`src/rtl/mult_sequencer_if.sv`:
```
// rtl/mult_sequencer_if.sv - handshake and control-word bundle between pins, sequencer and datapath
interface mult_sequencer_if;
  logic       start;
  logic       abort;
  logic       flag;
  logic       busy;
  logic       done;
  logic [2:0] iter;
  logic       en_a;
  logic       en_b;
  logic       en_dpo;
  logic       ab_sel;
  logic [1:0] sr_ctl;
  logic       en_sr;
  logic       sr_sel;
  logic [2:0] alu_op;
  logic       en_acc;
  logic       clr_acc;

  modport master (
    output start, abort, flag,
    input  busy, done, iter, en_a, en_b, en_dpo, ab_sel,
    input  sr_ctl, en_sr, sr_sel, alu_op, en_acc, clr_acc
  );

  modport slave (
    input  start, abort, flag,
    output busy, done, iter, en_a, en_b, en_dpo, ab_sel,
    output sr_ctl, en_sr, sr_sel, alu_op, en_acc, clr_acc
  );
endinterface

```
`src/rtl/mult_sequencer.sv`:
```
// rtl/mult_sequencer.sv - shift-add multiply sequencer producing the per-cycle datapath control word
module mult_sequencer #(
  parameter int WIDTH = 4
) (
  input logic           sys_clk,
  input logic           rst_n,
  mult_sequencer_if.slave bus
);

  localparam logic [2:0] LAST = 3'(WIDTH - 1);

  typedef enum logic [2:0] {
    IDLE   = 3'd0,
    LOAD   = 3'd1,
    LOADSR = 3'd2,
    ADD    = 3'd3,
    SHIFT  = 3'd4,
    STORE  = 3'd5,
    DONE   = 3'd6
  } state_t;

  state_t     state;
  state_t     state_nx;
  logic [2:0] count;
  logic [2:0] count_nx;

  logic       busy_q;
  logic       done_q;
  logic [2:0] iter_q;
  logic       en_a_q;
  logic       en_b_q;
  logic       en_dpo_q;
  logic       ab_sel_q;
  logic [1:0] sr_ctl_q;
  logic       en_sr_q;
  logic       sr_sel_q;
  logic [2:0] alu_op_q;
  logic       in_add_q;
  logic       clr_acc_q;

  // Next-state and iteration counter; abort overrides every busy state but DONE
  always_comb begin
    state_nx = IDLE;
    count_nx = count;
    case (state)
      IDLE:    state_nx = bus.start ? LOAD : IDLE;
      LOAD: begin
        state_nx = LOADSR;
        count_nx = '0;
      end
      LOADSR:  state_nx = ADD;
      ADD:     state_nx = SHIFT;
      SHIFT: begin
        if (count >= LAST) begin
          state_nx = STORE;
        end else begin
          state_nx = ADD;
          count_nx = count + 3'd1;
        end
      end
      STORE:   state_nx = DONE;
      DONE:    state_nx = IDLE;
      default: state_nx = IDLE;
    endcase
    if (bus.abort && state != IDLE && state != DONE) begin
      state_nx = IDLE;
    end
    if (state_nx == IDLE) begin
      count_nx = '0;
    end
  end

  // State register plus control word registered from the upcoming state, so outputs are glitch-free
  always_ff @(posedge sys_clk) begin
    if (!rst_n) begin
      state     <= IDLE;
      count     <= '0;
      busy_q    <= 1'b0;
      done_q    <= 1'b0;
      iter_q    <= '0;
      en_a_q    <= 1'b0;
      en_b_q    <= 1'b0;
      en_dpo_q  <= 1'b0;
      ab_sel_q  <= 1'b0;
      sr_ctl_q  <= 2'b00;
      en_sr_q   <= 1'b0;
      sr_sel_q  <= 1'b0;
      alu_op_q  <= 3'b000;
      in_add_q  <= 1'b0;
      clr_acc_q <= 1'b0;
    end else begin
      state     <= state_nx;
      count     <= count_nx;
      busy_q    <= (state_nx != IDLE);
      done_q    <= (state_nx == DONE);
      iter_q    <= (state_nx == ADD || state_nx == SHIFT) ? count_nx : 3'd0;
      en_a_q    <= (state_nx == LOAD);
      en_b_q    <= (state_nx == LOAD);
      clr_acc_q <= (state_nx == LOAD);
      en_dpo_q  <= (state_nx == STORE);
      ab_sel_q  <= (state_nx == LOADSR);
      sr_ctl_q  <= (state_nx == LOADSR) ? 2'b10 :
                   (state_nx == SHIFT)  ? 2'b01 : 2'b00;
      en_sr_q   <= (state_nx == LOADSR || state_nx == SHIFT);
      sr_sel_q  <= (state_nx == SHIFT);
      alu_op_q  <= (state_nx == ADD) ? 3'b001 : 3'b000;
      in_add_q  <= (state_nx == ADD);
    end
  end

  assign bus.busy    = busy_q;
  assign bus.done    = done_q;
  assign bus.iter    = iter_q;
  assign bus.en_a    = en_a_q;
  assign bus.en_b    = en_b_q;
  assign bus.en_dpo  = en_dpo_q;
  assign bus.ab_sel  = ab_sel_q;
  assign bus.sr_ctl  = sr_ctl_q;
  assign bus.en_sr   = en_sr_q;
  assign bus.sr_sel  = sr_sel_q;
  assign bus.alu_op  = alu_op_q;
  // The accumulator only writes when the multiplier bit in the SR is set
  assign bus.en_acc  = in_add_q & bus.flag;
  assign bus.clr_acc = clr_acc_q;

endmodule

```
`src/flat_wrapper.sv`:
```
// flat-port wrapper written by rule: the top's interface ports become plain ports
module mult_sequencer_flat 
#(
  parameter int WIDTH = 4
)
  (sys_clk, rst_n, bus_start, bus_abort, bus_flag, bus_busy, bus_done, bus_iter, bus_en_a, bus_en_b, bus_en_dpo, bus_ab_sel, bus_sr_ctl, bus_en_sr, bus_sr_sel, bus_alu_op, bus_en_acc, bus_clr_acc);
  mult_sequencer_if bus_i ();
  input logic sys_clk;
  input logic rst_n;
  input wire logic [$bits(bus_i.start)-1:0] bus_start;
  input wire logic [$bits(bus_i.abort)-1:0] bus_abort;
  input wire logic [$bits(bus_i.flag)-1:0] bus_flag;
  output wire logic [$bits(bus_i.busy)-1:0] bus_busy;
  output wire logic [$bits(bus_i.done)-1:0] bus_done;
  output wire logic [$bits(bus_i.iter)-1:0] bus_iter;
  output wire logic [$bits(bus_i.en_a)-1:0] bus_en_a;
  output wire logic [$bits(bus_i.en_b)-1:0] bus_en_b;
  output wire logic [$bits(bus_i.en_dpo)-1:0] bus_en_dpo;
  output wire logic [$bits(bus_i.ab_sel)-1:0] bus_ab_sel;
  output wire logic [$bits(bus_i.sr_ctl)-1:0] bus_sr_ctl;
  output wire logic [$bits(bus_i.en_sr)-1:0] bus_en_sr;
  output wire logic [$bits(bus_i.sr_sel)-1:0] bus_sr_sel;
  output wire logic [$bits(bus_i.alu_op)-1:0] bus_alu_op;
  output wire logic [$bits(bus_i.en_acc)-1:0] bus_en_acc;
  output wire logic [$bits(bus_i.clr_acc)-1:0] bus_clr_acc;
  assign bus_i.start = bus_start;
  assign bus_i.abort = bus_abort;
  assign bus_i.flag = bus_flag;
  assign bus_busy = bus_i.busy;
  assign bus_done = bus_i.done;
  assign bus_iter = bus_i.iter;
  assign bus_en_a = bus_i.en_a;
  assign bus_en_b = bus_i.en_b;
  assign bus_en_dpo = bus_i.en_dpo;
  assign bus_ab_sel = bus_i.ab_sel;
  assign bus_sr_ctl = bus_i.sr_ctl;
  assign bus_en_sr = bus_i.en_sr;
  assign bus_sr_sel = bus_i.sr_sel;
  assign bus_alu_op = bus_i.alu_op;
  assign bus_en_acc = bus_i.en_acc;
  assign bus_clr_acc = bus_i.clr_acc;
  mult_sequencer #(.WIDTH(WIDTH)) u_core (.sys_clk(sys_clk), .rst_n(rst_n), .bus(bus_i));
endmodule
```
`config.mk`:
```
export PLATFORM = sky130hd
export DESIGN_NAME = mult_sequencer_flat
export DESIGN_NICKNAME = d
export VERILOG_FILES = /design/src/rtl/mult_sequencer_if.sv /design/src/rtl/mult_sequencer.sv /design/src/flat_wrapper.sv
export SDC_FILE = /design/constraint.sdc
export NUM_CORES = 1
export LEC_CHECK = 0
export CAP_MARGIN = 15
export CELL_PAD_IN_SITES_DETAIL_PLACEMENT = 0
export CELL_PAD_IN_SITES_GLOBAL_PLACEMENT = 1
export CORE_AREA = 2 2 47 60
export DETAILED_ROUTE_END_ITERATION = 8
export DIE_AREA = 0 0 49 62
export PLACE_DENSITY_LB_ADDON = 0.1
export RECOVER_POWER = 25
export SLEW_MARGIN = 10
export SYNTH_ARGS = -nofsm -noshare
export SYNTH_HDL_FRONTEND = slang
export SYNTH_SLANG_ARGS = --single-unit
```
`constraint.sdc`:
```
create_clock -name sys_clk -period 2.3 [get_ports sys_clk]
set_input_delay 0.345 -clock sys_clk [delete_from_list [all_inputs] [get_ports sys_clk]]
set_output_delay 0.345 -clock sys_clk [all_outputs]
set_load 0.01 [all_outputs]
```
==> impl_metrics.tcl <==
set metrics [dict create \
    syn_avg_cell_area_um2 9.51 \
    place_hpwl_mm 1.17 \
    grt_overflow 0 \
    clock_skew_ps 8.10 \
    worst_pin_slew_ps 568 \
    start_kind "flip-flop" \
    maxCapViolCount 0 \
    powerDensity_mw_per_mm2 567 \
    slew_violations 0 \
    gp_congestion 0.709 \
    syn_inst 85 \
    dpl_cell_area_um2 996 \
    setup_viol 0 \
    drc 0 \
    final_cell_mix "dfxtp_1 (18), clkdlybuf4s50_1 (14), inv_1 (8), nor2_1 (8), dlygate4sd3_1 (6)" \
    finalNetCount 109 \
    ys.flop_type "dfxtp_1" \
    crit_arrival_ps 2090 \
    numCtsBuffers 3 \
    synth_cell_types 32 \
    diodes 0 \
    drtIter0Drc 10 \
    antenna_found_initial 0 \
    cts_setup_buffers 0 \
    postRouteAntennaNets 0 \
    numClockSinks 18 \
    grt_use_total 0.109 \
    yosysSeqAreaShare 0.446 \
    critPathMaxFanout 6 \
    syn_to_final_growth_pct 27.7 \
    cp.required_ps 2490 \
    layout_min_cycle_time_ps 1900 \
    clkTransAtPathRegs_ps 110 \
    num-fill-cells 284 \
    min_path_type "flip-flop to flip-flop" \
    dpl.cell_count 132 \
    yosysWarnings 0 \
    core_mm2 0.00255 \
    status "finished, final reports clean" \
    power.leakage_uw 0.000456 \
    max_slew_margin 0.621 \
    fmax_ghz 0.527 \
    cts_hold_buf 0 \
    routed_wl_mm 1.53 \
    cts-resized-gates 0 \
    critical_path_class "flip-flop to flip-flop" \
    final_common_cell "dfxtp_1" \
    routedWlPerCell_um 11.3 \
    synth_edf_count 0 \
    insertion_delay_ps 290 \
    initial_core_util 0.317 \
    clk_path_buf_depth 2 \
    period_share 0.825 \
    final-hold-violation-count 0 \
    finalSetupTns_ps 0 \
    viasPerCell 4.60 \
    cts_root_buffer "clkbuf_4" \
    pin_count 23 \
    design_area_mm2 0.00103 \
    dieArea_mm2 0.00304 \
    rsz0062_at_grt "false" \
    tritoncts "done" \
    critPathCaptureType "flip-flop" \
    hold_slack_ps 553 \
    rows 21 \
    drt-pass1-iter-count 4 \
    async_reset_ff_frac 0 \
    grt_pass1_wl_mm 2.45 \
    vdd_ir_drop_max_mv 0.202 \
    die_h_um 62 \
    ctsHtreeMaxLevel 1 \
    utilization 0.405 \
    die_width_um 49 \
    layout-drive-gt1-share 0.137 \
    instances_no_fill 136 \
    grt_pass1_vias 526 \
    vias 625 \
    grt_max_degree 17 \
    io_buffers 20 \
    synth-seq-cells 18 \
    synth_area_um2 808 \
]
==> flip-flops by register name, indices dropped and copies added, names as in the netlist <==
signal	flops
u_core.bus.busy	1
u_core.bus.done	1
u_core.bus.en_a	1
u_core.bus.en_dpo	1
u_core.bus.en_sr	1
u_core.bus.iter	3
u_core.bus.sr_ctl	2
u_core.bus.sr_sel	1
u_core.count	3
u_core.in_add_q	1
u_core.state	3
==> final timing paths <==
kind | start | end | slack [ps] | cells past startpoint
max | u_core.count[0]$_SDFF_PN0_ | u_core.count[1]$_SDFF_PN0_ | 400 | 5
min reg2reg | u_core.count[2]$_SDFF_PN0_ | u_core.count[2]$_SDFF_PN0_ | 550 | 2
min | u_core.count[2]$_SDFF_PN0_ | u_core.count[2]$_SDFF_PN0_ | 550 | 2
max reg2reg | u_core.count[0]$_SDFF_PN0_ | u_core.count[1]$_SDFF_PN0_ | 400 | 5
==> Yosys cell counts, types with 2 or more instances <==
cell	instances	area (um^2)
inv_1	8	30.0
nor2_1	8	30.0
a22oi_1	2	15.0
o31ai_1	2	15.0
o21ai_0	4	20.0
buf_4	6	45.0
buf_2	2	10.0
and3_1	2	12.5
a211oi_1	2	15.0
a21oi_1	5	25.0
and3_2	2	15.0
nor2b_1	3	18.8
or2b_2	2	17.5
dfxtp_1	18	360
mux2_2	2	22.5
==> metrics by stage <==
stage | worst slack [ps] | power [uW]
after global placement | 393 | 402
after global routing | 288 | 616
after detailed placement | 388 | 401
after CTS | 402 | 594
after floorplan | 606 | 376
final | 403 | 585
==> routing by layer <==
metal  GRT usage  up-vias  part of all wire
met4      0.0735        0             0.014
met5           0        -                 0
met2       0.178       13              0.47
met1       0.131      289              0.47
met3      0.0263        2             0.038
li1            -      321                 -
==> final cells by class <==
type | instances | area (um^2) | area share
well taps | 34 | 42.5 | 0.0412
inverters | 8 | 30.0 | 0.0291
clock buffers | 4 | 36.3 | 0.0352
repair buffers | 21 | 208 | 0.201
flip-flops and latches | 18 | 360 | 0.349
multi-input cells | 51 | 355 | 0.344
==> logic make-up after synthesis <==
logic type                 share of synthesized area
muxes                                         0.0402
AOI/OAI and AO/OA                              0.212
and+or+nand+nor                                0.163
DFF                                            0.446
adders and majority gates                     0.0155
other                                        0.00464
buffers and inverters                          0.119
==> power breakdown <==
part | total, uW | internal (uW) | switching [uW]
Sequential | 325 | 318 | 7.75
Clock | 193 | 96.4 | 96.3
Combinational | 67.2 | 36.3 | 30.9
Total | 585 | 450 | 135
==> worst max-delay path: stages (launching register included) <==
cell       delay, ps
dfxtp_1          390
ha_1             270
a2111oi_4        410
mux2_2           380
a22oi_1          260
nor2_1            80
Power figures use the tool's default switching activity.
